`src/rtl/mdu_iterative_pkg.sv`:
```
// Shared RV32M decode constants, FSM state encoding and signedness helpers
// for the iterative multiply/divide unit.
package mdu_iterative_pkg;

  // funct7 value selecting the M extension among R-type instructions
  localparam logic [6:0] F7_MULDIV = 7'b0000001;

  // funct3 operation selects
  localparam logic [2:0] F3_MUL    = 3'b000;
  localparam logic [2:0] F3_MULH   = 3'b001;
  localparam logic [2:0] F3_MULHSU = 3'b010;
  localparam logic [2:0] F3_MULHU  = 3'b011;
  localparam logic [2:0] F3_DIV    = 3'b100;
  localparam logic [2:0] F3_DIVU   = 3'b101;
  localparam logic [2:0] F3_REM    = 3'b110;
  localparam logic [2:0] F3_REMU   = 3'b111;

  typedef enum logic [1:0] {
    MDU_IDLE = 2'd0,
    MDU_CALC = 2'd1,
    MDU_FIN  = 2'd2
  } mdu_state_e;

  // rs1 is interpreted as signed for MULH, MULHSU, DIV and REM
  function automatic logic a_is_signed(input logic [2:0] f3);
    return (f3 == F3_MULH) || (f3 == F3_MULHSU) ||
           (f3 == F3_DIV)  || (f3 == F3_REM);
  endfunction

  // rs2 is interpreted as signed for MULH, DIV and REM
  function automatic logic b_is_signed(input logic [2:0] f3);
    return (f3 == F3_MULH) || (f3 == F3_DIV) || (f3 == F3_REM);
  endfunction

endpackage

```
`src/rtl/mdu_iterative.sv`:
```
// Iterative RV32M multiply/divide unit for the EX stage.
// Operands are converted to magnitudes at start, iterated one bit per cycle
// (shift-add multiply or restoring divide), then sign-corrected on the way
// into the result register.
// Ports:
//   clk, rst        clock, synchronous active-high reset
//   start           request a new operation (sampled only in IDLE)
//   funct3          operation select (MUL..REMU)
//   op_a, op_b      rs1 / rs2 values
//   flush           abort the current operation, no done pulse
//   busy            high while iterating (pipeline stall request)
//   done            one-cycle pulse, result valid
//   result          final result, held until the next completion
module mdu_iterative
  import mdu_iterative_pkg::*;
#(
  parameter int unsigned N = 32
) (
  input  logic         clk,
  input  logic         rst,
  input  logic         start,
  input  logic [2:0]   funct3,
  input  logic [N-1:0] op_a,
  input  logic [N-1:0] op_b,
  input  logic         flush,
  output logic         busy,
  output logic         done,
  output logic [N-1:0] result
);

  localparam int unsigned CW = (N > 1) ? $clog2(N) : 1;
  localparam int unsigned PW = 2 * N;

  mdu_state_e    state;
  logic [2:0]    f3_q;
  logic [N-1:0]  a_mag;
  logic [N-1:0]  b_mag;
  logic          neg_q;    // negate product / quotient
  logic          neg_r;    // negate remainder
  logic [CW-1:0] cnt;
  logic [PW-1:0] prod;
  logic [N-1:0]  rem;
  logic [N-1:0]  quo;

  // start-time decode: magnitudes, signs and special-case detection
  logic          sa_c, sb_c;
  logic [N-1:0]  a_abs_c, b_abs_c;
  logic          div0_c, ovf_c, special_c;
  logic [N-1:0]  special_res_c;

  always_comb begin
    sa_c          = a_is_signed(funct3) & op_a[N-1];
    sb_c          = b_is_signed(funct3) & op_b[N-1];
    a_abs_c       = sa_c ? (~op_a + N'(1)) : op_a;
    b_abs_c       = sb_c ? (~op_b + N'(1)) : op_b;
    div0_c        = funct3[2] & (op_b == '0);
    ovf_c         = funct3[2] & ~funct3[0] &
                    (op_a == {1'b1, {(N-1){1'b0}}}) & (op_b == '1);
    special_c     = div0_c | ovf_c;
    special_res_c = '0;
    if (div0_c) begin
      // quotient of x/0 is all ones, remainder is the dividend
      special_res_c = funct3[1] ? op_a : '1;
    end else if (ovf_c) begin
      // most-negative / -1: quotient is the dividend, remainder zero
      special_res_c = funct3[1] ? '0 : op_a;
    end
  end

  // one iteration of both datapaths from the current registers
  logic [N:0]    mul_sum_c;
  logic [PW-1:0] prod_nx_c;
  logic [N:0]    part_rem_c;   // N+1-bit partial remainder
  logic          ge_c;
  logic [N-1:0]  rem_nx_c;
  logic [N-1:0]  quo_nx_c;

  always_comb begin
    mul_sum_c  = {1'b0, prod[PW-1:N]} + {1'b0, (prod[0] ? a_mag : N'(0))};
    prod_nx_c  = {mul_sum_c, prod[N-1:1]};
    part_rem_c = {rem, quo[N-1]};
    ge_c       = part_rem_c >= {1'b0, b_mag};
    rem_nx_c   = ge_c ? N'(part_rem_c - {1'b0, b_mag}) : part_rem_c[N-1:0];
    quo_nx_c   = {quo[N-2:0], ge_c};
  end

  // sign correction and output select on the final iteration's values
  logic [PW-1:0] mul_fix_c;
  logic [N-1:0]  quo_fix_c;
  logic [N-1:0]  rem_fix_c;
  logic [N-1:0]  final_res_c;

  always_comb begin
    mul_fix_c = neg_q ? (~prod_nx_c + PW'(1)) : prod_nx_c;
    quo_fix_c = neg_q ? (~quo_nx_c + N'(1)) : quo_nx_c;
    rem_fix_c = neg_r ? (~rem_nx_c + N'(1)) : rem_nx_c;
    case (f3_q)
      F3_MUL:                       final_res_c = mul_fix_c[N-1:0];
      F3_MULH, F3_MULHSU, F3_MULHU: final_res_c = mul_fix_c[PW-1:N];
      F3_DIV, F3_DIVU:              final_res_c = quo_fix_c;
      default:                      final_res_c = rem_fix_c;
    endcase
  end

  // control FSM and state registers; done is high for the whole FIN cycle
  always_ff @(posedge clk) begin
    if (rst) begin
      state  <= MDU_IDLE;
      busy   <= 1'b0;
      done   <= 1'b0;
      result <= '0;
      f3_q   <= '0;
      a_mag  <= '0;
      b_mag  <= '0;
      neg_q  <= 1'b0;
      neg_r  <= 1'b0;
      cnt    <= '0;
      prod   <= '0;
      rem    <= '0;
      quo    <= '0;
    end else begin
      done <= 1'b0;
      if (flush) begin
        state <= MDU_IDLE;
        busy  <= 1'b0;
      end else begin
        case (state)
          MDU_IDLE: begin
            if (start) begin
              f3_q  <= funct3;
              a_mag <= a_abs_c;
              b_mag <= b_abs_c;
              neg_q <= sa_c ^ sb_c;
              neg_r <= sa_c;
              cnt   <= '0;
              prod  <= {N'(0), b_abs_c};
              rem   <= '0;
              quo   <= a_abs_c;
              if (special_c) begin
                result <= special_res_c;
                done   <= 1'b1;
                state  <= MDU_FIN;
              end else begin
                busy  <= 1'b1;
                state <= MDU_CALC;
              end
            end
          end
          MDU_CALC: begin
            prod <= prod_nx_c;
            rem  <= rem_nx_c;
            quo  <= quo_nx_c;
            cnt  <= cnt + CW'(1);
            if (cnt == CW'(N - 1)) begin
              result <= final_res_c;
              done   <= 1'b1;
              busy   <= 1'b0;
              state  <= MDU_FIN;
            end
          end
          MDU_FIN: begin
            state <= MDU_IDLE;
          end
          default: begin
            state <= MDU_IDLE;
            busy  <= 1'b0;
          end
        endcase
      end
    end
  end

endmodule

```
`config.mk`:
```
export PLATFORM = sky130hd
export DESIGN_NAME = mdu_iterative
export DESIGN_NICKNAME = d
export VERILOG_FILES = /design/src/rtl/mdu_iterative_pkg.sv /design/src/rtl/mdu_iterative.sv
export SDC_FILE = /design/constraint.sdc
export NUM_CORES = 1
export LEC_CHECK = 0
export ABC_AREA = 1
export CORE_MARGIN = 2
export CORE_UTILIZATION = 33
export CTS_BUF_LIST = sky130_fd_sc_hd__clkbuf_8 sky130_fd_sc_hd__clkbuf_16
export DETAILED_ROUTE_END_ITERATION = 10
export GPL_TIMING_DRIVEN = 0
export PLACE_DENSITY = 0.5
export SKIP_LAST_GASP = 1
export SYNTH_ARGS = -nofsm -noshare
export SYNTH_HDL_FRONTEND = slang
export SYNTH_SLANG_ARGS = --single-unit
```
`constraint.sdc`:
```
create_clock -name clk -period 3.95 [get_ports clk]
set_clock_uncertainty 0.15 [all_clocks]
set_input_delay 0.395 -clock clk [delete_from_list [all_inputs] [get_ports clk]]
set_output_delay 0.395 -clock clk [all_outputs]
set_load 0.05 [all_outputs]
```
; Word-level counts from Yosys, hierarchy flattened
; Cells that the tools add are included.
[op_classes]
add_sub_neg = 8
n_lt_le_gt_ge = 1
eq_ne = 18
n_mux = 36
n_bitwise = 16
reduce_logical = 17
[ops]
columns = op, n
row1 = 32-bit two-way mux, 15
row2 = 32-bit case mux with 2 select lines, 3
row3 = 32-bit by 1-bit adder with 32-bit output (second input constant), 4
row4 = 64-bit two-way mux, 2
row5 = 32-bit NOT, 4
row6 = 64-bit case mux with 2 select lines, 1
row7 = 32-bit case mux with 3 select lines, 1
row8 = 64-bit by 1-bit adder with 64-bit output (second input constant), 1
row9 = 32-bit == test (second input constant), 2
row10 = 64-bit NOT, 1
row11 = 32-bit by 32-bit adder with 33-bit output, 1
row12 = 33-bit by 32-bit greater-or-equal comparator with 1-bit output, 1
row13 = 32-bit logical NOT, 1
row14 = 32-bit subtractor, 1
row15 = 3-bit == test (second input constant), 4
row16 = 5-bit case mux with 2 select lines, 1
row17 = 3-bit by 2-bit == test with 1-bit output (second input constant), 3
row18 = 2-bit inequality test (second input constant), 4
row19 = 1-bit AND, 6
row20 = 3-bit by 1-bit == test with 1-bit output (second input constant), 2
row21 = 1-bit two-way mux, 6
row22 = 2-bit two-way mux, 3
row23 = 3-bit AND reduction, 2
row24 = 5-bit by 1-bit adder with 5-bit output (second input constant), 1
row25 = 19 further kinds, 26
[word_totals]
register_bits = 238
inputBits = 71
out_inout_bits = 34
wordCells = 109

; Longest topological paths before layout
; Gate-level depths: netlist of the first run.
[logic_depth]
word_depth = 9
ltp_mapped = 33
depth_no_buf = 32

; Least setup slack after synthesis of the first run
; OpenSTA, ideal clock, no wires.
[synth_timing]
path_kind = reg2reg
startpoint = register b_mag[23]
endpoint = register result[26]
setup_time_ns = 0.067
arrival_ns = 3.671
required_time_ns = 3.733
setup_slack_ns = 0.063
stages_incl_launch_ff = 32
n_path_buf = 1
synth_period_minus_slack_ns = 3.887
cell_sequence = dfxtp_1 -> inv_1 -> ha_1 -> nand2_2 -> inv_1 -> a21oi_2 -> nand2_1 -> nand2_1 -> nand2_2 -> nor2_4 -> nand2_8 -> inv_2 -> buf_6 -> ha_1 -> inv_1 -> nor3_1 -> nand3_1 -> nor2_1 -> nand4_1 -> nor2_1 -> nand3_1 -> o21ai_0 -> inv_1 -> o21ai_0 -> nand2_1 -> o21ai_0 -> inv_1 -> nand2_1 -> inv_1 -> nand2_1 -> nand2_1 -> a21oi_2
[synth_via]
elab_chain_cells = 8
word_cells_on_any_way = 12
classes_between = add/sub: 3 / order compare: 1 / mux: 6 / bitwise: 2
[synth_lines]
columns = item, line_no
row1 = start: declaration, mdu_iterative.sv:37  ; logic [N-1:0] b_mag;
row2 = start signal: assignment, mdu_iterative.sv:132  ; b_mag <= b_abs_c;
row3 = 32-bit subtractor / 33-bit by 32-bit greater-or-equal comparator with 1-bit output (equally long branches), "mdu_iterative.sv:83, mdu_iterative.sv:82"
row4 = 32-bit two-way mux, mdu_iterative.sv:83  ; rem_nx_c = ge_c ? N'(part_rem_c - {1'b0, b_mag}) : part_rem_c[N-1:0];
row5 = 32-bit NOT, mdu_iterative.sv:96  ; rem_fix_c = neg_r ? (~rem_nx_c + N'(1)) : rem_nx_c;
row6 = 32-bit by 1-bit adder with 32-bit output, mdu_iterative.sv:96
row7 = 32-bit two-way mux, mdu_iterative.sv:96
row8 = 32-bit case mux with 3 select lines *, mdu_iterative.sv:97  ; case (f3_q)
row9 = 32-bit two-way mux *, mdu_iterative.sv:154  ; if (cnt == CW'(N - 1)) begin
row10 = 32-bit case mux with 2 select lines *, mdu_iterative.sv:127  ; case (state)
row11 = end signal: assignment, mdu_iterative.sv:140  ; result <= special_res_c;
row12 = end signal: assignment, mdu_iterative.sv:155  ; result <= final_res_c;
row13 = end: declaration, mdu_iterative.sv:28  ; output logic [N-1:0] result
; Mark *: on every way between the ends. The rest lies on a longest branch, timed or not. The select of a mux whose other input is x is not followed.
; A chain may end at the register's enable or synchronous reset.

; Worst setup path in the final report of the first run
[layout_timing]
startpoint = input port funct3[1]
endpoint = register quo[18]
[layout_via]
elab_chain_cells = 8
word_cells_on_any_way = 11
classes_between = eq/ne: 4 / mux: 3 / bitwise: 1 / reduce/logical: 3
[layout_lines]
columns = item, line_no
row1 = start: declaration, mdu_iterative.sv:22  ; input logic [2:0] funct3,
row2 = 3-bit by 1-bit == test with 1-bit output / 3-bit by 2-bit == test with 1-bit output (equally long branches), mdu_iterative_pkg.sv:26  ; return (f3 == F3_MULH) || (f3 == F3_MULHSU) ||
row3 = 1-bit logical OR (2 in series), mdu_iterative_pkg.sv:26
row4 = 1-bit logical OR *, mdu_iterative_pkg.sv:27  ; (f3 == F3_DIV) || (f3 == F3_REM);
row5 = 1-bit AND *, mdu_iterative.sv:52  ; sa_c = a_is_signed(funct3) & op_a[N-1];
row6 = 32-bit two-way mux *, mdu_iterative.sv:54  ; a_abs_c = sa_c ? (~op_a + N'(1)) : op_a;
row7 = 32-bit two-way mux *, mdu_iterative.sv:129  ; if (start) begin
row8 = 32-bit case mux with 2 select lines *, mdu_iterative.sv:127
row9 = end signal: assignment, mdu_iterative.sv:138  ; quo <= a_abs_c;
row10 = end signal: assignment, mdu_iterative.sv:152  ; quo <= quo_nx_c;
row11 = end: declaration, mdu_iterative.sv:43  ; logic [N-1:0] quo;
; Marks and branches as above.

==> reports/results.ini, run 1 <==
[run_status]
status = finished, violations left
violations = setup timing

[global_routing]
first_global_vias = 22800
overflow = 0
grt_start_max_net_pins = 16
groute.usage.overall = 0.321
antenna_found_initial = 2
grt_first_pass_wirelength_um = 153000

[synthesis]
postSynthAreaPerCell_um2 = 5.75
syn_area_um2 = 20800
syn_nets = 3764
synth_most_common_cell = nand2_1
synth-edff-count = 0
syn_inst = 3619
synth-async-reset-ratio = 0
synth_cell_types = 56
ys.flop_type = dfxtp_1
ys_warn_count = 0
synth_top_cell_by_area = dfxtp_1
synthTopCellsByCount = 1070 x nand2_1, 467 x inv_1, 343 x a21oi_1
ys_seq_elements = 238
synth_area_leaders = dfxtp_1 23%, nand2_1 19%, inv_1 8.4%
ys_seq_area_frac = 0.229
synth_top_area_frac = 0.229

[power]
p_seq_frac = 0.245
internal-power_w = 0.00596
comb_power_share = 0.457
p_leak_nw = 11.4
clockPowerShare = 0.299
power_density_nw_per_um2 = 419
finalPower_w = 0.0108
ir_worst_vdd_v = 0.000341
swShare = 0.448
switchingPower_w = 0.00483

[cells_and_area]
area_growth_pct = 23.7
nets = 3948
final_cells = 4673
final_layout_size_suffix_gt1_frac = 0.131
num_antenna_cells = 0

[timing]
finalSetupViolCount = 1
drv_slew = 0
max_freq_mhz = 252
period_minus_slack_ns = 3.97
final.setup.worst_slack_ns = -0.0183
period_share = 1.00
relSlewSlack = 0.242
grt_setup_unrepaired = true
hold_violations = 0
worst_pin_slew_ns = 1.13

[detailed_routing]
ant_nets = 0
first_pass_iters = 6
drt-wirelength-per-cell_um = 22.9
vias = 25500
drt-vias-per-instance = 5.45
drc = 0
first_iter_violations = 2956
drt_wl_total_um = 107000

[setup_path]
slowest_stage = clkbuf_1
setup.worst_path.class = in2reg
path_cells = clkbuf_1 -> inv_1 -> a21oi_1 -> a21oi_1 -> inv_1 -> nand2_1 -> nand2_1 -> clkbuf_1 -> clkbuf_1 -> nor2_1 -> xor2_1 -> nand2_1 -> o211ai_1 -> a21oi_1
path_max_fanout = 10
r2r_cells = 29
startpoint_type = input port
reg2reg_to = result[24]$_SDFFE_PP0P_
cpPeakStageDelay_ns = 0.78
worst-path-buf-inv = 5
r2r_slack_ns = 0.01
cp_top_family = buffers and inverters
critPathCaptureType = register
r2r-start = rem[25]$_SDFFE_PP0P_
arrival_ns = 4.29
cp.required_ns = 4.27

[placed_design]
portBuffers = 103
gp_congestion = 1.01
post-place-cells = 4569
place_hpwl_um = 86300
pre_cts_ws_ns = -1.43

[clock_network]
clock_path_buffers = 3
clk_latency_ns = 0.62
htree_levels = 1
cts_hold_buffers = 0
clkTransAtPathRegs_ns = 0.06
cts-root-buf = clkbuf_16
cts_buffers = 31
cts.sinks = 238
cts_tree = done

[die]
design.die.area_um2 = 65000
core_um2 = 62700
chipWidth_um = 255
num_rows = 92
start_util = 0.331
die_h_um = 255
io_pins = 105

[flow_run]
maxCapViolCount = 0

[worst_hold_path]
hold_path_depth = 2
worstHoldEndpoint = result[8]$_SDFFE_PP0P_
hold_path.startpoint = result[8]$_SDFFE_PP0P_
hold_path_class = reg2reg

[placed cells by master, fill, tap and decap left out, types with 36 or more instances in the layout]
cell type / count
nand2_2: 95
nand2_1: 995
a21oi_1: 328
buf_4: 51
ha_1: 36
nor2_2: 47
clkdlybuf4s50_1: 102
nand3_1: 265
dfxtp_1: 203
o21ai_0: 201
nor3_1: 48
inv_1: 441
nor2_1: 284
clkbuf_1: 109
o22ai_1: 37
nand4_1: 46
xor2_1: 74
[logic make-up after synthesis]
logic type,count (synthesis),share of synthesized area
AO/OA/AOI/OAI,704,0.184
XOR/XNOR,89,0.0375
adder cells (fa/ha/maj),74,0.0453
buffers and inverters,618,0.115
flip-flops,238,0.229
AND/OR/NAND/NOR,1896,0.388
[stage by stage]
| stage | setup TNS, ns | hold WS [ns] | cell area [µm²] | util |
|---|---|---|---|---|
| floorplan | 0 | 0.295 | 20800 | - |
| global placement | -34.42 | 0.306 | 22900 | 0.365 |
| detailed placement | -33.21 | 0.309 | 22900 | 0.365 |
| CTS | -1.10 | 0.295 | 25100 | 0.400 |
| global route | -1.70 | 0.335 | 25700 | 0.410 |
| finish | -0.0183 | 0.317 | 25700 | 0.410 |
[per-layer routing]
metal  vias up  global-route usage  part of all wire
met3       152              0.0711              0.11
met1     11900               0.486              0.47
met2      1237               0.447              0.39
met4         2              0.0896             0.029
met5         -                   0          0.000075
li1      12100                   -                 -
[worst register-to-register path, delay by kind of cell, from the launching register on]
kind | cells | cell delay [ns]
AND/OR/NAND/NOR | 18 | 1.96
AO/OA/AOI/OAI | 5 | 0.58
buffers and inverters | 4 | 0.32
adder cells (fa/ha/maj) | 2 | 0.38
flip-flops | 1 | 0.40
[power groups by stage]
stage / combinational [W] / sequential, W / clock (W)
2_1_floorplan: 0.00287 / 0.00265 / 0
3_3_place_gp: 0.00429 / 0.00268 / 0
3_5_place_dp: 0.00427 / 0.00268 / 0
5_1_grt: 0.00536 / 0.00265 / 0.00334
4_1_cts: 0.00456 / 0.00263 / 0.00324
6_report: 0.00493 / 0.00264 / 0.00322
[final cells by class]
| class | count | area [µm²] |
|---|---|---|
| Tap cell | 846 | 1060 |
| Inverter | 475 | 1810 |
| Timing Repair Buffer | 153 | 1440 |
| Clock buffer | 34 | 817 |
| Buffer | 141 | 633 |
| Sequential cell | 238 | 4840 |
| Clock inverter | 23 | 304 |
| Multi-Input combinational cell | 2763 | 14800 |
| Fill cell | 6980 | 37000 |
[timing repair]
action / in CTS / in global routing
endpoints found under the setup margin: 32 / 33
endpoints found under the hold margin: 0 / 0
resized for setup: 205 / 199
pin swaps: 50 / 64
setup buffers: 38 / 12
[registers in the layout, indices dropped and copies added (netlist names)]
register,count
done,1
cnt,5
b_mag,32
prod,64
neg_q,1
a_mag,32
f3_q,3
result,32
neg_r,1
rem,32
state,2
quo,32
busy,1
[how the worst max path moves through the flow]
stage | start | end | slack, ns | cells past startpoint
finish | funct3[1] | quo[18]$_SDFFE_PP0P_ | -0.02 | 14
CTS | rem[19]$_SDFFE_PP0P_ | result[22]$_SDFFE_PP0P_ | -0.20 | 30
global route | b_mag[18]$_SDFFE_PP0P_ | result[30]$_SDFFE_PP0P_ | -0.15 | 31
detailed placement | b_mag[11]$_SDFFE_PP0P_ | result[22]$_SDFFE_PP0P_ | -1.43 | 28
global placement | rem[18]$_SDFFE_PP0P_ | result[22]$_SDFFE_PP0P_ | -1.48 | 29
floorplan | b_mag[23]$_SDFFE_PP0P_ | result[26]$_SDFFE_PP0P_ | 0.06 | 31
(Power assumes the default switching activity.)
==> run 2, diff against run 1 <==
- CORE_ASPECT_RATIO: not set -> 2
- CORE_MARGIN: 2 -> not set
==> run 2 against run 1 <==
The flow finishes with violations (DRC, setup timing); cell area grew 1.6%; via count grew 2.0%; maximum frequency shrank 2.6%; utilization grew 1.0 points; global-route usage grew 7.1 points; die area shrank 1.5%; first-iteration DRC count shrank 32%; sequential cell count is the same; clock power shrank 16%; final cell count shrank 0.71%; critical path depth grew 18; non-clock buffer count grew 36.
==> reports/results.ini, run 2 (synthesized netlist as in run 1, its figures left out) <==
[placed_design]
place_hpwl_um = 103000  ; was 86300 µm
pre_cts_ws_ns = -1.94  ; was -1.43 ns
gp_congestion = 1.10  ; was 1.01
place_area_um2 = 22800  ; was 22900 µm²
portBuffers = 103  ; unchanged

[cells_and_area]
fin_util = 0.421  ; was 0.410
largest_reg_flops = 64  ; unchanged
layout_common_cells = 973 x nand2_1, 428 x inv_1, 321 x a21oi_1  ; was 995 x nand2_1, 441 x inv_1, 328 x a21oi_1
max_flop_register = prod  ; unchanged
area_growth_pct = 25.7  ; was 23.7%
fin_area_um2 = 26100  ; was 25700 µm²
nets = 3978  ; was 3948
final_common_cell = nand2_1  ; unchanged
final_layout_size_suffix_gt1_frac = 0.158  ; was 0.131

[setup_path]
setup.worst_path.class = reg2reg  ; was in2reg
arrival_ns = 4.38  ; was 4.29 ns
cp-startpoint = b_mag[12]$_SDFFE_PP0P_  ; was funct3[1]
cp.required_ns = 4.25  ; was 4.27 ns
cpPeakStageDelay_ns = 0.33  ; was 0.78 ns
slowest_stage = dfxtp_2  ; was clkbuf_1
endpoint = result[24]$_SDFFE_PP0P_  ; was quo[18]$_SDFFE_PP0P_
cpMostUsedCell = nand2_1
r2r_slack_ns = -0.12  ; was 0.01 ns
cp_top_family = simple AND/OR/NAND/NOR gates  ; was buffers and inverters
path_max_fanout = 4  ; was 10
worstSetupPathDepth = 32  ; was 14
startpoint_type = register  ; was input port
reg2reg_to = result[24]$_SDFFE_PP0P_  ; unchanged
worst-path-buf-inv = 7  ; was 5
r2r_cells = 32  ; was 29
r2r-start = b_mag[12]$_SDFFE_PP0P_  ; was rem[25]$_SDFFE_PP0P_
critPathCaptureType = register  ; unchanged

[die]
num_rows = 129  ; was 92
io_pins = 105  ; unchanged
core_um2 = 62100  ; was 62700 µm²
start_util = 0.335  ; was 0.331
die_h_um = 357  ; was 255 µm
chipWidth_um = 179  ; was 255 µm
design.die.area_um2 = 64100  ; was 65000 µm²

[detailed_routing]
drt_wl_total_um = 128000  ; was 107000 µm
drt-vias-per-instance = 5.60  ; was 5.45
ant_nets = 0  ; unchanged
vias = 26000  ; was 25500
first_iter_violations = 2014  ; was 2956
drc = 12  ; was 0
first_pass_iters = 9  ; was 6
drt-wirelength-per-cell_um = 27.5  ; was 22.9 µm

[timing]
tns_ns = -0.811  ; was -0.0183 ns
drv_slew = 0  ; unchanged
relSlewSlack = 0.132  ; was 0.242
period_share = 1.03  ; was 1.00
final.setup.worst_slack_ns = -0.125  ; was -0.0183 ns
worst_pin_slew_ns = 1.30  ; was 1.13 ns
max_freq_mhz = 245  ; was 252 MHz
hold_slack_ns = 0.317  ; about the same
hold_violations = 0  ; unchanged
period_minus_slack_ns = 4.07  ; was 3.97 ns
finalSetupViolCount = 13  ; was 1
grt_setup_unrepaired = true  ; unchanged

[clock_network]
cts-root-buf = clkbuf_16  ; unchanged
clock_path_buffers = 3  ; unchanged
htree_levels = 1  ; unchanged
clk_latency_ns = 0.63  ; was 0.62 ns
clkTransAtPathRegs_ns = 0.07  ; was 0.06 ns
cts_buffers = 25  ; was 31
cts.sinks = 238  ; unchanged
cts_tree = done  ; unchanged

[flow_run]
maxCapViolCount = 0  ; unchanged

[power]
p_leak_nw = 11.6  ; was 11.4 nW
ir_worst_vdd_v = 0.000301  ; was 0.000341 V
power_density_nw_per_um2 = 413  ; was 419 nW/µm²

[run_status]
status = finished, violations left  ; unchanged
violations = DRC, setup timing  ; was setup timing

[worst_hold_path]
hold_path_class = reg2reg  ; unchanged

[global_routing]
grt_first_pass_wirelength_um = 178000  ; was 153000 µm
overflow = 0  ; unchanged
antenna_found_initial = 2  ; unchanged
first_global_vias = 26000  ; was 22800
groute.usage.overall = 0.392  ; was 0.321
grt_start_max_net_pins = 16  ; unchanged

[run 2: where the power goes]
| group | switching [W] | leakage [nW] | total (W) | internal [W] |
|---|---|---|---|---|
| Sequential | 0.000141 | 1.96 | 0.00265 | 0.00251 |
| Combinational | 0.00377 | 9.22 | 0.00542 | 0.00165 |
| Clock | 0.00127 | 0.426 | 0.00272 | 0.00145 |
[run 2: worst register-to-register path: cells and delay by family (launching register included)]
family	cells	cell delay (ns)
AND/OR/NAND/NOR	19	1.99
buffers and inverters	7	0.61
AO/OA/AOI/OAI	4	0.45
adder cells (fa/ha/maj)	2	0.38
flip-flops	1	0.33
[run 2: per-stage QoR]
step                power [W]  std cells
floorplan             0.00552       3619
global placement      0.00720       4508
detailed placement    0.00720       4508
CTS                    0.0104       4607
global route           0.0112       4637
finish                 0.0108       4640
[run 2: how the worst min path moves through the flow]
| stage | start | end | slack [ns] | cells past startpoint |
|---|---|---|---|---|
| 6_report | quo[30]$_SDFFE_PP0P_ | quo[30]$_SDFFE_PP0P_ | 0.32 | 2 |
| 5_1_grt | result[7]$_SDFFE_PP0P_ | result[7]$_SDFFE_PP0P_ | 0.32 | 2 |
| 4_1_cts | quo[30]$_SDFFE_PP0P_ | quo[30]$_SDFFE_PP0P_ | 0.32 | 2 |
| 3_5_place_dp | quo[30]$_SDFFE_PP0P_ | quo[30]$_SDFFE_PP0P_ | 0.31 | 2 |
| 3_3_place_gp | result[10]$_SDFFE_PP0P_ | result[10]$_SDFFE_PP0P_ | 0.30 | 2 |
| 2_1_floorplan | quo[30]$_SDFFE_PP0P_ | quo[30]$_SDFFE_PP0P_ | 0.30 | 2 |
[run 2: repair_timing]
item | 4_1_cts | 5_1_grt
resized for setup | 317 | 219
hold buffers | 0 | 0
setup buffers | 58 | 36
pin swaps | 70 | 96
endpoints found under the setup margin | 40 | 40
[run 2: cell type report]
type,count,area (µm²)
fillers,6905,36000
repair buffers,190,1760
plain buffers,140,663
inverters,475,1830
diodes,3,7.51
flip-flops and latches,238,4850
well taps,786,983
multi-input cells,2763,15200
clock inverters,19,218
clock buffers,26,639
[run 2: metal layers]
layer,part of all wire,global-route usage,wire length (µm)
met4,0.15,0.512,19500
met1,0.29,0.301,36400
met2,0.51,0.726,64500
met5,0,0,0
met3,0.057,0.0862,7250
